<file path="src/rtl/serial_pattern_tx.sv">
// Serial bit-stream transmitter: optional "110" marker, MSB-first payload, idle gap,
// repeated in_rep+1 times per accepted request.
module serial_pattern_tx #(
    parameter int unsigned W    = 8,
    parameter int unsigned LENW = 4,
    parameter int unsigned GAP  = 2
) (
    input  logic            clk,
    input  logic            reset,
    input  logic            in_valid,
    output logic            in_ready,
    input  logic [W-1:0]    in_data,
    input  logic [LENW-1:0] in_len,
    input  logic            in_hdr,
    input  logic [3:0]      in_rep,
    output logic            a,
    output logic            a_valid,
    output logic            busy,
    output logic            frame_done
);

    localparam int unsigned BW = (W > 1) ? $clog2(W) : 1;
    localparam int unsigned GW = (GAP > 1) ? $clog2(GAP) : 1;
    localparam logic [LENW-1:0] WLEN = LENW'(W);
    localparam logic [GW-1:0] GAP_LOAD = (GAP > 0) ? GW'(GAP - 1) : '0;

    typedef enum logic [1:0] {StIdle, StHdr, StData, StGap} state_t;

    state_t          state;
    logic [W-1:0]    data_r;
    logic [LENW-1:0] len_r;
    logic            hdr_r;
    logic [3:0]      rep_r;
    logic [1:0]      hdr_cnt;
    logic [BW-1:0]   bit_cnt;
    logic [GW-1:0]   gap_cnt;

    logic            accept;
    logic [LENW-1:0] len_in;
    logic            src_hdr;
    logic [LENW-1:0] src_len;
    logic [W-1:0]    src_data;
    state_t          start_state;
    logic [BW-1:0]   start_bit;
    logic            data_a;
    logic            start_a;
    logic            start_av;
    logic            frame_end;

    assign in_ready = (state == StIdle) && !reset;
    assign accept   = in_valid && in_ready;
    assign busy     = (state != StIdle);
    assign len_in   = (in_len > WLEN) ? WLEN : in_len;

    // First position of a frame: taken from the inputs on accept, from the latch on restart.
    always_comb begin
        src_hdr  = hdr_r;
        src_len  = len_r;
        src_data = data_r;
        if (state == StIdle) begin
            src_hdr  = in_hdr;
            src_len  = len_in;
            src_data = in_data;
        end
        start_bit   = BW'(src_len - LENW'(1));
        data_a      = src_data[start_bit];
        start_state = StGap;
        start_a     = 1'b0;
        start_av    = 1'b0;
        if (src_hdr) begin
            start_state = StHdr;
            start_a     = 1'b1;
            start_av    = 1'b1;
        end else if (src_len != '0) begin
            start_state = StData;
            start_a     = data_a;
            start_av    = 1'b1;
        end
    end

    always_comb begin
        frame_end = (state == StGap) && (gap_cnt == '0);
        if (GAP == 0) begin
            frame_end = frame_end
                || ((state == StData) && (bit_cnt == '0))
                || ((state == StHdr) && (hdr_cnt == 2'd2) && (len_r == '0));
        end
    end

    always_ff @(posedge clk) begin
        if (reset) begin
            state      <= StIdle;
            data_r     <= '0;
            len_r      <= '0;
            hdr_r      <= 1'b0;
            rep_r      <= '0;
            hdr_cnt    <= '0;
            bit_cnt    <= '0;
            gap_cnt    <= '0;
            a          <= 1'b0;
            a_valid    <= 1'b0;
            frame_done <= 1'b0;
        end else begin
            frame_done <= 1'b0;
            if (frame_end) begin
                if (rep_r != '0) begin
                    rep_r   <= rep_r - 4'd1;
                    state   <= start_state;
                    hdr_cnt <= '0;
                    bit_cnt <= start_bit;
                    gap_cnt <= GAP_LOAD;
                    a       <= start_a;
                    a_valid <= start_av;
                end else begin
                    state      <= StIdle;
                    a          <= 1'b0;
                    a_valid    <= 1'b0;
                    frame_done <= 1'b1;
                end
            end else begin
                case (state)
                    StIdle: begin
                        if (accept) begin
                            data_r  <= in_data;
                            len_r   <= len_in;
                            hdr_r   <= in_hdr;
                            rep_r   <= in_rep;
                            state   <= start_state;
                            hdr_cnt <= '0;
                            bit_cnt <= start_bit;
                            gap_cnt <= GAP_LOAD;
                            a       <= start_a;
                            a_valid <= start_av;
                        end
                    end
                    StHdr: begin
                        if (hdr_cnt != 2'd2) begin
                            hdr_cnt <= hdr_cnt + 2'd1;
                            a       <= (hdr_cnt == 2'd0);
                            a_valid <= 1'b1;
                        end else if (len_r != '0) begin
                            state   <= StData;
                            bit_cnt <= start_bit;
                            a       <= data_a;
                            a_valid <= 1'b1;
                        end else begin
                            state   <= StGap;
                            gap_cnt <= GAP_LOAD;
                            a       <= 1'b0;
                            a_valid <= 1'b0;
                        end
                    end
                    StData: begin
                        if (bit_cnt != '0) begin
                            bit_cnt <= bit_cnt - BW'(1);
                            a       <= data_r[bit_cnt - BW'(1)];
                            a_valid <= 1'b1;
                        end else begin
                            state   <= StGap;
                            gap_cnt <= GAP_LOAD;
                            a       <= 1'b0;
                            a_valid <= 1'b0;
                        end
                    end
                    StGap: begin
                        gap_cnt <= gap_cnt - GW'(1);
                    end
                    default: begin
                        state <= StIdle;
                    end
                endcase
            end
        end
    end

endmodule

</file>
<file path="config.mk">
export PLATFORM = sky130hd
export DESIGN_NAME = serial_pattern_tx
export DESIGN_NICKNAME = d
export VERILOG_FILES = /design/src/rtl/serial_pattern_tx.sv
export SDC_FILE = /design/constraint.sdc
export NUM_CORES = 1
export LEC_CHECK = 0
export ABC_AREA = 1
export BUFFER_PORTS_ARGS = -buffer_cell sky130_fd_sc_hd__buf_4
export CORE_MARGIN = 2
export CORE_UTILIZATION = 25
export CTS_BUF_LIST = sky130_fd_sc_hd__clkbuf_4 sky130_fd_sc_hd__clkbuf_8
export CTS_CLUSTER_SIZE = 24
export DETAILED_ROUTE_END_ITERATION = 16
export GPL_ROUTABILITY_DRIVEN = 0
export SYNTH_ARGS = -nofsm -noshare
export SYNTH_HDL_FRONTEND = slang
export SYNTH_SLANG_ARGS = --single-unit
export TNS_END_PERCENT = 100
</file>
<file path="constraint.sdc">
create_clock -name clk -period 7 [get_ports clk]
set_input_delay 1.4 -clock clk [delete_from_list [all_inputs] [get_ports clk]]
set_output_delay 1.4 -clock clk [all_outputs]
set_load 0.05 [all_outputs]
</file>
==> flow_metrics.py <==
metrics = {
    "outcome": {
        "status": "finished clean",
    },
    "yosys": {
        "syn_area_sq_um": 1950,
        "synth_compound_area_share_pct": 21.3,
        "yosys_warnings": 0,
        "yosys-top-cells-count": "nand2_1 (61), inv_1 (49), o21ai_0 (32)",
        "ys_ff_latch": 28,
        "synth_edf_count": 0,
        "synth_cells": 293,
        "synth-xor-area-share_pct": 0.897,
        "synth-simple-area-share_pct": 27.9,
        "synth_top_family_by_area": "simple AND/OR/NAND/NOR gates",
        "synth_top_area_cell": "dfxtp_1",
        "synth_area_leaders": "dfxtp_1 (29%), nand2_1 (12%), inv_1 (9.4%)",
        "syn_avg_cell_area_sq_um": 6.66,
        "async_reset_ff_share_pct": 0,
        "synthFlopType": "dfxtp_1",
        "synth-adder-area-share_pct": 7.05,
        "ys_types": 34,
        "synth_nets": 324,
        "seq_area_frac_synth_pct": 28.7,
        "synth_top_area_share_pct": 28.7,
        "synthMuxAreaShare_pct": 0,
        "synth.most_common_cell": "nand2_1",
    },
    "global_route": {
        "grtUsageMet3_pct": 1.22,
        "antenna_found_initial": 0,
        "use_met1_pct": 13.9,
        "grt_max_degree": 27,
        "use_met2_pct": 18.2,
        "grt_most_used_layer": "met2",
        "grt_usage_pct": 11.0,
        "grt_overflow": 0,
        "grt_pass1_wl_mm": 7.58,
        "grt_pass1_vias": 1746,
    },
    "finish": {
        "antenna_cells": 0,
        "nFillCells": 844,
        "drive_gt1_share_pct": 15.7,
        "design_area_sq_um": 2260,
        "fin_nets": 344,
        "syn2layout_area_growth_pct": 16.0,
    },
    "drt": {
        "vias_per_cell": 4.48,
        "drtAntennaViolNets": 0,
        "dr.pass1.iters": 4,
        "via_count": 1856,
        "drt_iter0_drc": 43,
        "avgRoutedWirePerCell_um": 10.8,
        "wirelength_mm": 4.46,
        "drc": 0,
    },
    "die": {
        "initial_core_util_pct": 25.5,
        "die_x_um": 92.4,
        "rows": 32,
        "die_y_um": 92.4,
        "die-area_sq_um": 8530,
        "io_pins": 25,
        "core_area_sq_um": 7650,
    },
    "worst_setup_path": {
        "crit_fanout": 19,
        "crit_type": "flop to output pin",
        "cp-start-kind": "flop",
        "reg2reg_depth": 16,
        "reg2reg_setup_slack_ns": 4.08,
        "worstPathRequired_ns": 5.60,
        "arrival_ns": 1.97,
        "timing.rr.start": "state[0]",
        "worst_setup_path_end_kind": "output pin",
        "reg2reg_to": "a",
    },
    "power": {
        "clock_power_share_pct": 11.1,
        "seqPwrFrac_pct": 20.8,
        "comb_power_share_pct": 68.1,
        "p_leak_nw": 1.06,
        "ir_worst_vdd_mv": 0.228,
        "switchingPower_w": 0.000615,
        "intPower_w": 0.000561,
        "switching_share_pct": 52.3,
        "p_per_area_nw_per_um2": 519,
    },
    "clocking": {
        "clock-sinks": 28,
        "cts_buffers": 3,
        "clk_pin_slew_ns": 0.11,
        "root_buffer": "clkbuf_8",
        "cts_resized": 0,
        "clock_latency_ns": 0.29,
        "cts_tree": "built",
        "holdBufCountCts": 0,
        "cts_buffer_depth": 2,
        "cts_max_level": 1,
        "cts_setup_buffers": 0,
    },
    "placement": {
        "hpwl_mm": 3.54,
        "placed_area_sq_um": 2190,
        "portBuffers": 24,
    },
    "timing": {
        "clock.fmax_mhz": 297,
        "setup_viol": 0,
        "period_needed_ns": 3.37,
        "slew_violations": 0,
        "hold_slack_ns": 0.486,
        "period_share_pct": 48.1,
        "hold_viol": 0,
        "max_slew_margin_pct": 41.5,
        "tns_ns": 0,
        "rsz0062_at_grt": "no",
        "skew_ns": 0.0182,
        "worst_pin_slew_ns": 0.877,
    },
    "worst_hold_path": {
        "holdPathStages": 2,
        "hold_path.class": "flop to flop",
        "worstHoldEndpoint": "a",
        "hold_path.startpoint": "a",
    },
    "run": {
        "drv_cap": 0,
    },
}
[cell usage in the layout (no fill, tap or decap)]
cell type | Yosys | layout
clkbuf_8 | 0 | 3
nand3_1 | 23 | 23
a211oi_2 | 1 | 1
nand2_1 | 61 | 61
xor2_1 | 1 | 1
o211ai_1 | 3 | 3
inv_1 | 49 | 49
nand2_8 | 1 | 1
a211oi_1 | 5 | 5
ha_1 | 11 | 11
a31oi_1 | 1 | 1
bufinv_16 | 0 | 1
nor2_4 | 2 | 2
inv_2 | 4 | 4
nor2_2 | 1 | 1
dfxtp_1 | 28 | 28
a21oi_4 | 1 | 1
nor2_8 | 1 | 1
nand3_2 | 1 | 1
o21ai_0 | 32 | 32
inv_8 | 1 | 1
o21ai_1 | 2 | 2
a221oi_1 | 1 | 1
nor2_1 | 18 | 18
o2111ai_1 | 1 | 1
buf_4 | 1 | 24
nand4_1 | 1 | 1
a21oi_2 | 2 | 2
nor3_1 | 2 | 2
nand2_2 | 6 | 6
xnor2_1 | 1 | 1
a21oi_1 | 23 | 23
[critical path: stages, from the launching register on]
cell and delay (ns):
dfxtp_1 0.36, inv_1 0.09, ha_1 0.73, inv_8 0.15
nor2_8 0.13, buf_4 0.20
[power groups by stage]
stage	Combinational, W	Clock (W)	Sequential (W)
after floorplan	0.000663	0	0.000257
final	0.000801	0.000130	0.000245
after global routing	0.000913	0.000139	0.000253
after global placement	0.000790	0	0.000248
after detailed placement	0.000800	0	0.000248
after CTS	0.000804	0.000135	0.000245
[final cells by class]
class                      instances  area, sq um  area share, %
clock buffer                       3         41.3           1.82
clock inverter                     1         30.0           1.33
inverter                          54          210           9.28
multi-input combinational        202         1110           49.2
sequential                        28          561           24.8
tap                              102          128           5.64
timing repair buffer              24          180           7.96
[worst max path at each step]
stage | endpoint | cells after the start | start | slack [ns]
finish | in_ready | 5 | state[0] | 3.63
global route | in_ready | 5 | state[0] | 3.48
CTS | in_ready | 5 | state[0] | 3.61
detailed placement | in_ready | 3 | reset | 3.70
global placement | in_ready | 3 | reset | 3.71
floorplan | in_ready | 1 | reset | 4.00
[state kept, by name, indices dropped and copies added, names as in the netlist]
name	flops
gap_cnt	1
hdr_r	1
bit_cnt	3
a	1
hdr_cnt	2
state	2
data_r	8
rep_r	4
frame_done	1
len_r	4
a_valid	1
[metrics by stage]
| stage | worst slack [ns] | power, W | utilization [%] | instances |
|---|---|---|---|---|
| 2_1_floorplan | 4.00 | 0.000920 | - | 293 |
| 3_3_place_gp | 3.71 | 0.00104 | 28.7 | 410 |
| 3_5_place_dp | 3.70 | 0.00105 | 28.7 | 410 |
| 4_1_cts | 3.61 | 0.00118 | 29.6 | 414 |
| 5_1_grt | 3.48 | 0.00131 | 29.6 | 414 |
| 6_report | 3.63 | 0.00118 | 29.6 | 414 |
[cells by family (layout without fill, tap and decap cells)]
kind of cell,after synthesis,after routing
AOI/OAI and AO/OA,72,72
adders and majority gates,11,11
xor gates and xnor gates,2,2
DFF,28,28
buffers and inverters,63,82
and+or+nand+nor,117,117
[metal layers]
metal | vias up | wire length (um)
li1 | 977 | -
met4 | 0 | 138
met5 | - | 0
met1 | 837 | 2170
met3 | 10 | 108
met2 | 32 | 2040
(Power assumes the default switching activity.)
